`config.mk`:
```
export PLATFORM = sky130hd
export DESIGN_NAME = fir_in_fifo_flat
export DESIGN_NICKNAME = d
export VERILOG_FILES = /design/src/rtl/fir_in_fifo_if.sv /design/src/rtl/fir_in_fifo.sv /design/src/flat_wrapper.sv
export SDC_FILE = /design/constraint.sdc
export NUM_CORES = 1
export LEC_CHECK = 0
export CAP_MARGIN = 10
export CORE_UTILIZATION = 60
export CTS_BUF_LIST = sky130_fd_sc_hd__clkbuf_16
export DETAILED_ROUTE_END_ITERATION = 10
export PLACE_DENSITY = 0.76
export SYNTH_ARGS = -nofsm -noshare
export SYNTH_HDL_FRONTEND = slang
export SYNTH_SLANG_ARGS = --single-unit
```
`constraint.sdc`:
```
create_clock -name clk -period 13.4 [get_ports clk]
set_input_delay 2.68 -clock clk [delete_from_list [all_inputs] [get_ports clk]]
set_output_delay 2.68 -clock clk [all_outputs]
set_load 0.05 [all_outputs]
```
`src/rtl/fir_in_fifo_if.sv`:
```
`default_nettype none
// ============================================================================
// Module      : fir_in_fifo_if
// Description : Sample-path bundle between the sample source, the input FIFO
//               and the FIR filter.
//               slave  = the FIFO side; master = the source/observer side.
// Revision    : 1.0 - initial release
// ============================================================================
interface fir_in_fifo_if #(
  parameter int NB = 12,
  parameter int AW = 4
);
  logic signed [NB-1:0] DIN;
  logic                 VIN;
  logic                 EN;
  logic                 FLUSH;
  logic signed [NB-1:0] DOUT;
  logic                 VOUT;
  logic                 FULL;
  logic                 EMPTY;
  logic                 OVF;
  logic [AW:0]          LEVEL;

  modport slave (
    input  DIN, VIN, EN, FLUSH,
    output DOUT, VOUT, FULL, EMPTY, OVF, LEVEL
  );

  modport master (
    output DIN, VIN, EN, FLUSH,
    input  DOUT, VOUT, FULL, EMPTY, OVF, LEVEL
  );
endinterface
`default_nettype wire

```
`src/rtl/fir_in_fifo.sv`:
```
`default_nettype none
// ============================================================================
// Module      : fir_in_fifo
// Description : Circular input buffer feeding the FIR filter. Absorbs bursty
//               source samples and issues one registered sample per cycle
//               while EN is high. Reports FULL/EMPTY/LEVEL and a sticky OVF.
// Revision    : 1.0 - initial release
// ============================================================================
module fir_in_fifo #(
  parameter int NB    = 12,
  parameter int DEPTH = 16,
  parameter int AW    = 4
) (
  input  wire logic    clk,
  input  wire logic    rst_n,
  fir_in_fifo_if.slave bus
);

  localparam logic [AW:0] C_DEPTH = (AW+1)'(DEPTH);

  // Pointers carry one extra bit so full and empty are distinguishable
  // without a separate counter; wrap is plain binary overflow.
  logic [AW:0]   r_wptr;
  logic [AW:0]   r_rptr;
  logic [NB-1:0] r_mem [DEPTH];
  logic [NB-1:0] r_dout;
  logic          r_vout;
  logic          r_ovf;

  logic [AW:0]   w_level;
  logic          w_full;
  logic          w_empty;
  logic          w_rd;
  logic          w_wr;
  logic          w_drop;

  assign w_level = r_wptr - r_rptr;
  assign w_full  = (w_level == C_DEPTH);
  assign w_empty = (w_level == '0);

  // A read frees a slot in the same edge, so a full buffer still accepts
  // a write when it is also issuing.
  assign w_rd   = bus.EN & ~w_empty & ~bus.FLUSH;
  assign w_wr   = bus.VIN & ~bus.FLUSH & (~w_full | w_rd);
  assign w_drop = bus.VIN & w_full & ~w_rd & ~bus.FLUSH;

  // Pointer, output register and overflow flag update; FLUSH outranks all
  // but reset and leaves DOUT holding its last value.
  always_ff @(posedge clk or negedge rst_n) begin
    if (!rst_n) begin
      r_wptr <= '0;
      r_rptr <= '0;
      r_dout <= '0;
      r_vout <= 1'b0;
      r_ovf  <= 1'b0;
    end else if (bus.FLUSH) begin
      r_wptr <= '0;
      r_rptr <= '0;
      r_vout <= 1'b0;
      r_ovf  <= 1'b0;
    end else begin
      r_vout <= w_rd;
      if (w_rd) begin
        r_dout <= r_mem[r_rptr[AW-1:0]];
        r_rptr <= r_rptr + 1'b1;
      end
      if (w_wr) begin
        r_wptr <= r_wptr + 1'b1;
      end
      if (w_drop) begin
        r_ovf <= 1'b1;
      end
    end
  end

  // Sample storage; deliberately not reset so it maps onto plain RAM.
  always_ff @(posedge clk) begin
    if (w_wr) begin
      r_mem[r_wptr[AW-1:0]] <= bus.DIN;
    end
  end

  assign bus.DOUT  = r_dout;
  assign bus.VOUT  = r_vout;
  assign bus.OVF   = r_ovf;
  assign bus.FULL  = w_full;
  assign bus.EMPTY = w_empty;
  assign bus.LEVEL = w_level;

endmodule
`default_nettype wire
```
`src/flat_wrapper.sv`:
```
// flat-port wrapper written by rule: the top's interface ports become plain ports
module fir_in_fifo_flat 
#(
  parameter int NB    = 12,
  parameter int DEPTH = 16,
  parameter int AW    = 4
)
  (clk, rst_n, bus_DIN, bus_VIN, bus_EN, bus_FLUSH, bus_DOUT, bus_VOUT, bus_FULL, bus_EMPTY, bus_OVF, bus_LEVEL);
  fir_in_fifo_if #(.NB(NB), .AW(AW)) bus_i ();
  input  wire logic clk;
  input  wire logic rst_n;
  input wire logic [$bits(bus_i.DIN)-1:0] bus_DIN;
  input wire logic [$bits(bus_i.VIN)-1:0] bus_VIN;
  input wire logic [$bits(bus_i.EN)-1:0] bus_EN;
  input wire logic [$bits(bus_i.FLUSH)-1:0] bus_FLUSH;
  output wire logic [$bits(bus_i.DOUT)-1:0] bus_DOUT;
  output wire logic [$bits(bus_i.VOUT)-1:0] bus_VOUT;
  output wire logic [$bits(bus_i.FULL)-1:0] bus_FULL;
  output wire logic [$bits(bus_i.EMPTY)-1:0] bus_EMPTY;
  output wire logic [$bits(bus_i.OVF)-1:0] bus_OVF;
  output wire logic [$bits(bus_i.LEVEL)-1:0] bus_LEVEL;
  assign bus_i.DIN = bus_DIN;
  assign bus_i.VIN = bus_VIN;
  assign bus_i.EN = bus_EN;
  assign bus_i.FLUSH = bus_FLUSH;
  assign bus_DOUT = bus_i.DOUT;
  assign bus_VOUT = bus_i.VOUT;
  assign bus_FULL = bus_i.FULL;
  assign bus_EMPTY = bus_i.EMPTY;
  assign bus_OVF = bus_i.OVF;
  assign bus_LEVEL = bus_i.LEVEL;
  fir_in_fifo #(.NB(NB), .DEPTH(DEPTH), .AW(AW)) u_core (.clk(clk), .rst_n(rst_n), .bus(bus_i));
endmodule
```
==> impl_metrics.csv <==
group,metric,value,unit
critical_path,crit_family,"buffers and inverters",
sta,fin_crit_sh,0.540,
cts,worstSkewPairLatency,0.50,ns
synth,ys_seq_elements,216,
routing,viasPerCell,6.49,
routing,vias,4306,
routing,drc,0,
cts,path_clk_slew,0.06,ns
critical_path,crit_required,10.72,ns
sta,fin_crit,7.23,ns
critical_path,crit_path_max_fanout,53,
synth,ys.flop_type,"edfxtp_1",
floorplan,rows,43,
synth,ys_seq_area_frac,0.724,
run,maxCapViolations,0,
critical_path,endpoint_kind,"output port",
pwr,power_density,201,nW/um^2
pwr,leakage,3.33,nW
cells_and_area,final_common_cell,"edfxtp_1",
grt,antenna_found_initial,0,
sta,hold_viol,0,
routing,met2WireLength,8.89,mm
routing,dr_wl_met3,891,um
cts,clkSinkCount,216,
routing,wl_per_cell,25.6,um
cts,cts_resized,0,
sta,slew_violations,0,
pwr,power,0.00202,W
critical_path,crit_buf_inv,4,
cells_and_area,fillers,859,
synth,ys.warnings.count,0,
sta,worst_pin_slew,0.986,ns
cells_and_area,nets,494,
pwr,ir_drop,0.155,mV
cts,hold_buffers,0,
floorplan,die-area,15100,sq um
floorplan,die-width,123,um
cts,cts-root-buf,"clkbuf_16",
cells_and_area,final_util,0.711,
routing,drt-total-wl,17.0,mm
synth,syn-cell-area,8790,sq um
cts,clock_path_buffers,3,
sta,rsz0062_at_grt,"no",
floorplan,die_h,123,um
place,gp_congestion,0.829,
grt,grt_pass1_vias,4313,
grt,grt_use_total,0.241,
synth,async_reset_ff_frac,0.111,
cells_and_area,final_cell_mix,"edfxtp_1, mux4_2, clkdlybuf4s50_1",
cells_and_area,syn_to_final_growth,14.0,%
synth,synth_edf_count,192,
cts,cts_tree,"done",
routing,top_layer,"met4",
sta,max_freq,138,MHz
routing,drt_iter0_drc,314,
routing,wl_met1,6.83,mm
synth,syn_nets,446,
sta,fin_ws,6.17,ns
cells_and_area,antenna_cells,0,
cts,post_cts_buffers,0,
floorplan,core-area,14100,sq um
routing,drtPass1Iterations,5,
cts,cts_made_buffers,22,
critical_path,crit_top_cell,"inv_1",
outcome,status,"completed",
grt,grt_max_degree,54,
critical_path,worstPathArrival,4.55,ns
synth,synthCells,419,
grt,grt_pass1_wl,25.7,mm
cells_and_area,instances_no_fill,663,
sta,fin_tns_setup,0,ns
routing,ant_nets,0,
place,hpwl,9.57,mm
sta,relSlewSlack,0.343,
grt,grt_overflow_total,0,
cts,h-tree-depth,1,
critical_path,cp_cell_sequence,"buf_4, ha_1, inv_1, fa_1, xnor2_1, inv_1, a211o_1, a22oi_1, clkdlybuf4s50_1",
place,io_buffers,37,
critical_path,path_class,"reg -> out",
sta,setup_viol,0,
synth,synth.distinct_cells,42,
critical_path,start_kind,"register",
synth,avgSynthCellArea,21.0,sq um
floorplan,start_util,0.624,
critical_path,critical-path-slowest-cell,"clkdlybuf4s50_1",
floorplan,ios,38,
sta,fin_skew,0.0167,ns
critical_path,slowest_delay,0.94,ns
place,place_inst,623,
cells_and_area,final_layout_size_suffix_gt1_frac,0.209,
worst_hold_path,hp-class,"reg -> reg",
place,dpl_worst_slack,6.70,ns
flip-flops by register name, summed over array words and instances, names as in the netlist:
name	flops
u_core.bus.VOUT	1
u_core.bus.OVF	1
u_core.r_mem	192
u_core.bus.DOUT	12
u_core.r_rptr	5
u_core.r_wptr	5
path summary, 6_finish.rpt:
check | end | startpoint | slack [ns] | depth (start not counted)
setup / recovery | bus_EMPTY | u_core.r_rptr[0] | 6.17 | 9
hold / removal | u_core.bus.DOUT[7] | u_core.bus.DOUT[7] | 0.50 | 1
setup reg to reg | u_core.bus.DOUT[1] | u_core.r_rptr[0] | 8.87 | 10
hold reg to reg | u_core.bus.DOUT[7] | u_core.bus.DOUT[7] | 0.50 | 1
max in group asynchronous | u_core.r_rptr[1] | rst_n | 10.52 | 2
min in group asynchronous | u_core.bus.OVF | rst_n | 2.57 | 2
synthesized netlist by cell type, types with 4 or more instances:
| cell | count | area, sq um |
|---|---|---|
| inv_1 | 14 | 52.6 |
| clkbuf_1 | 10 | 37.5 |
| nor2_1 | 7 | 26.3 |
| a21oi_1 | 12 | 60.1 |
| edfxtp_1 | 192 | 5770 |
| dfrtp_1 | 24 | 601 |
| nand3b_1 | 4 | 30.0 |
| nand3_1 | 5 | 25.0 |
| mux2_2 | 12 | 135 |
| buf_6 | 5 | 56.3 |
| o21ai_0 | 4 | 20.0 |
| ha_1 | 9 | 113 |
| and4_1 | 13 | 114 |
| mux4_2 | 45 | 1010 |
| mux4_1 | 15 | 394 |
cell families after synthesis:
group | after synthesis | share of synthesized area
adder cells (fa/ha/maj) | 10 | 0.0151
flip-flops | 216 | 0.724
XOR/XNOR | 3 | 0.00299
AO/OA/AOI/OAI | 30 | 0.0218
AND/OR/NAND/NOR | 50 | 0.0363
buffers and inverters | 35 | 0.0202
multiplexers | 75 | 0.179
power breakdown:
part           leakage (nW)  total [W]  switching, W  internal, W
combinational         0.937   0.000635      0.000377     0.000257
sequential             2.03   0.000812     0.0000235     0.000789
clock                 0.357   0.000569      0.000240     0.000329
total                  3.33    0.00202      0.000641      0.00138
through the flow:
stage / area [sq um] / hold WS (ns)
6_report: 10000 / 0.504
5_1_grt: 10000 / 0.525
4_1_cts: 10000 / 0.506
3_5_place_dp: 9340 / 0.493
3_3_place_gp: 9340 / 0.486
2_1_floorplan: 8790 / 0.539
worst reg2reg max path: stages (launching register included):
cell	delay, ns
dfrtp_2	0.34
buf_4	0.74
ha_1	0.32
inv_1	0.05
fa_1	0.41
xnor2_1	0.25
inv_1	0.12
a211o_1	0.31
a22oi_1	0.60
nand2b_1	0.85
mux2_2	0.43
layer usage:
layer  vias up  global-route usage
met5         -                   0
met4         0              0.0738
met3        30              0.0401
met2       143               0.405
met1      2275               0.328
li1       1858                   -
layout make-up:
type                            instances  area [sq um]  area share
Clock inverter                         17           104      0.0104
Tap cell                              180           225      0.0225
Timing Repair Buffer                   44           423      0.0422
Multi-Input combinational cell        168          2270       0.226
Sequential cell                       216          6370       0.636
Clock buffer                           23           576      0.0574
Inverter                               15          56.3     0.00562
No activity file was read; power rests on OpenSTA's default activity.
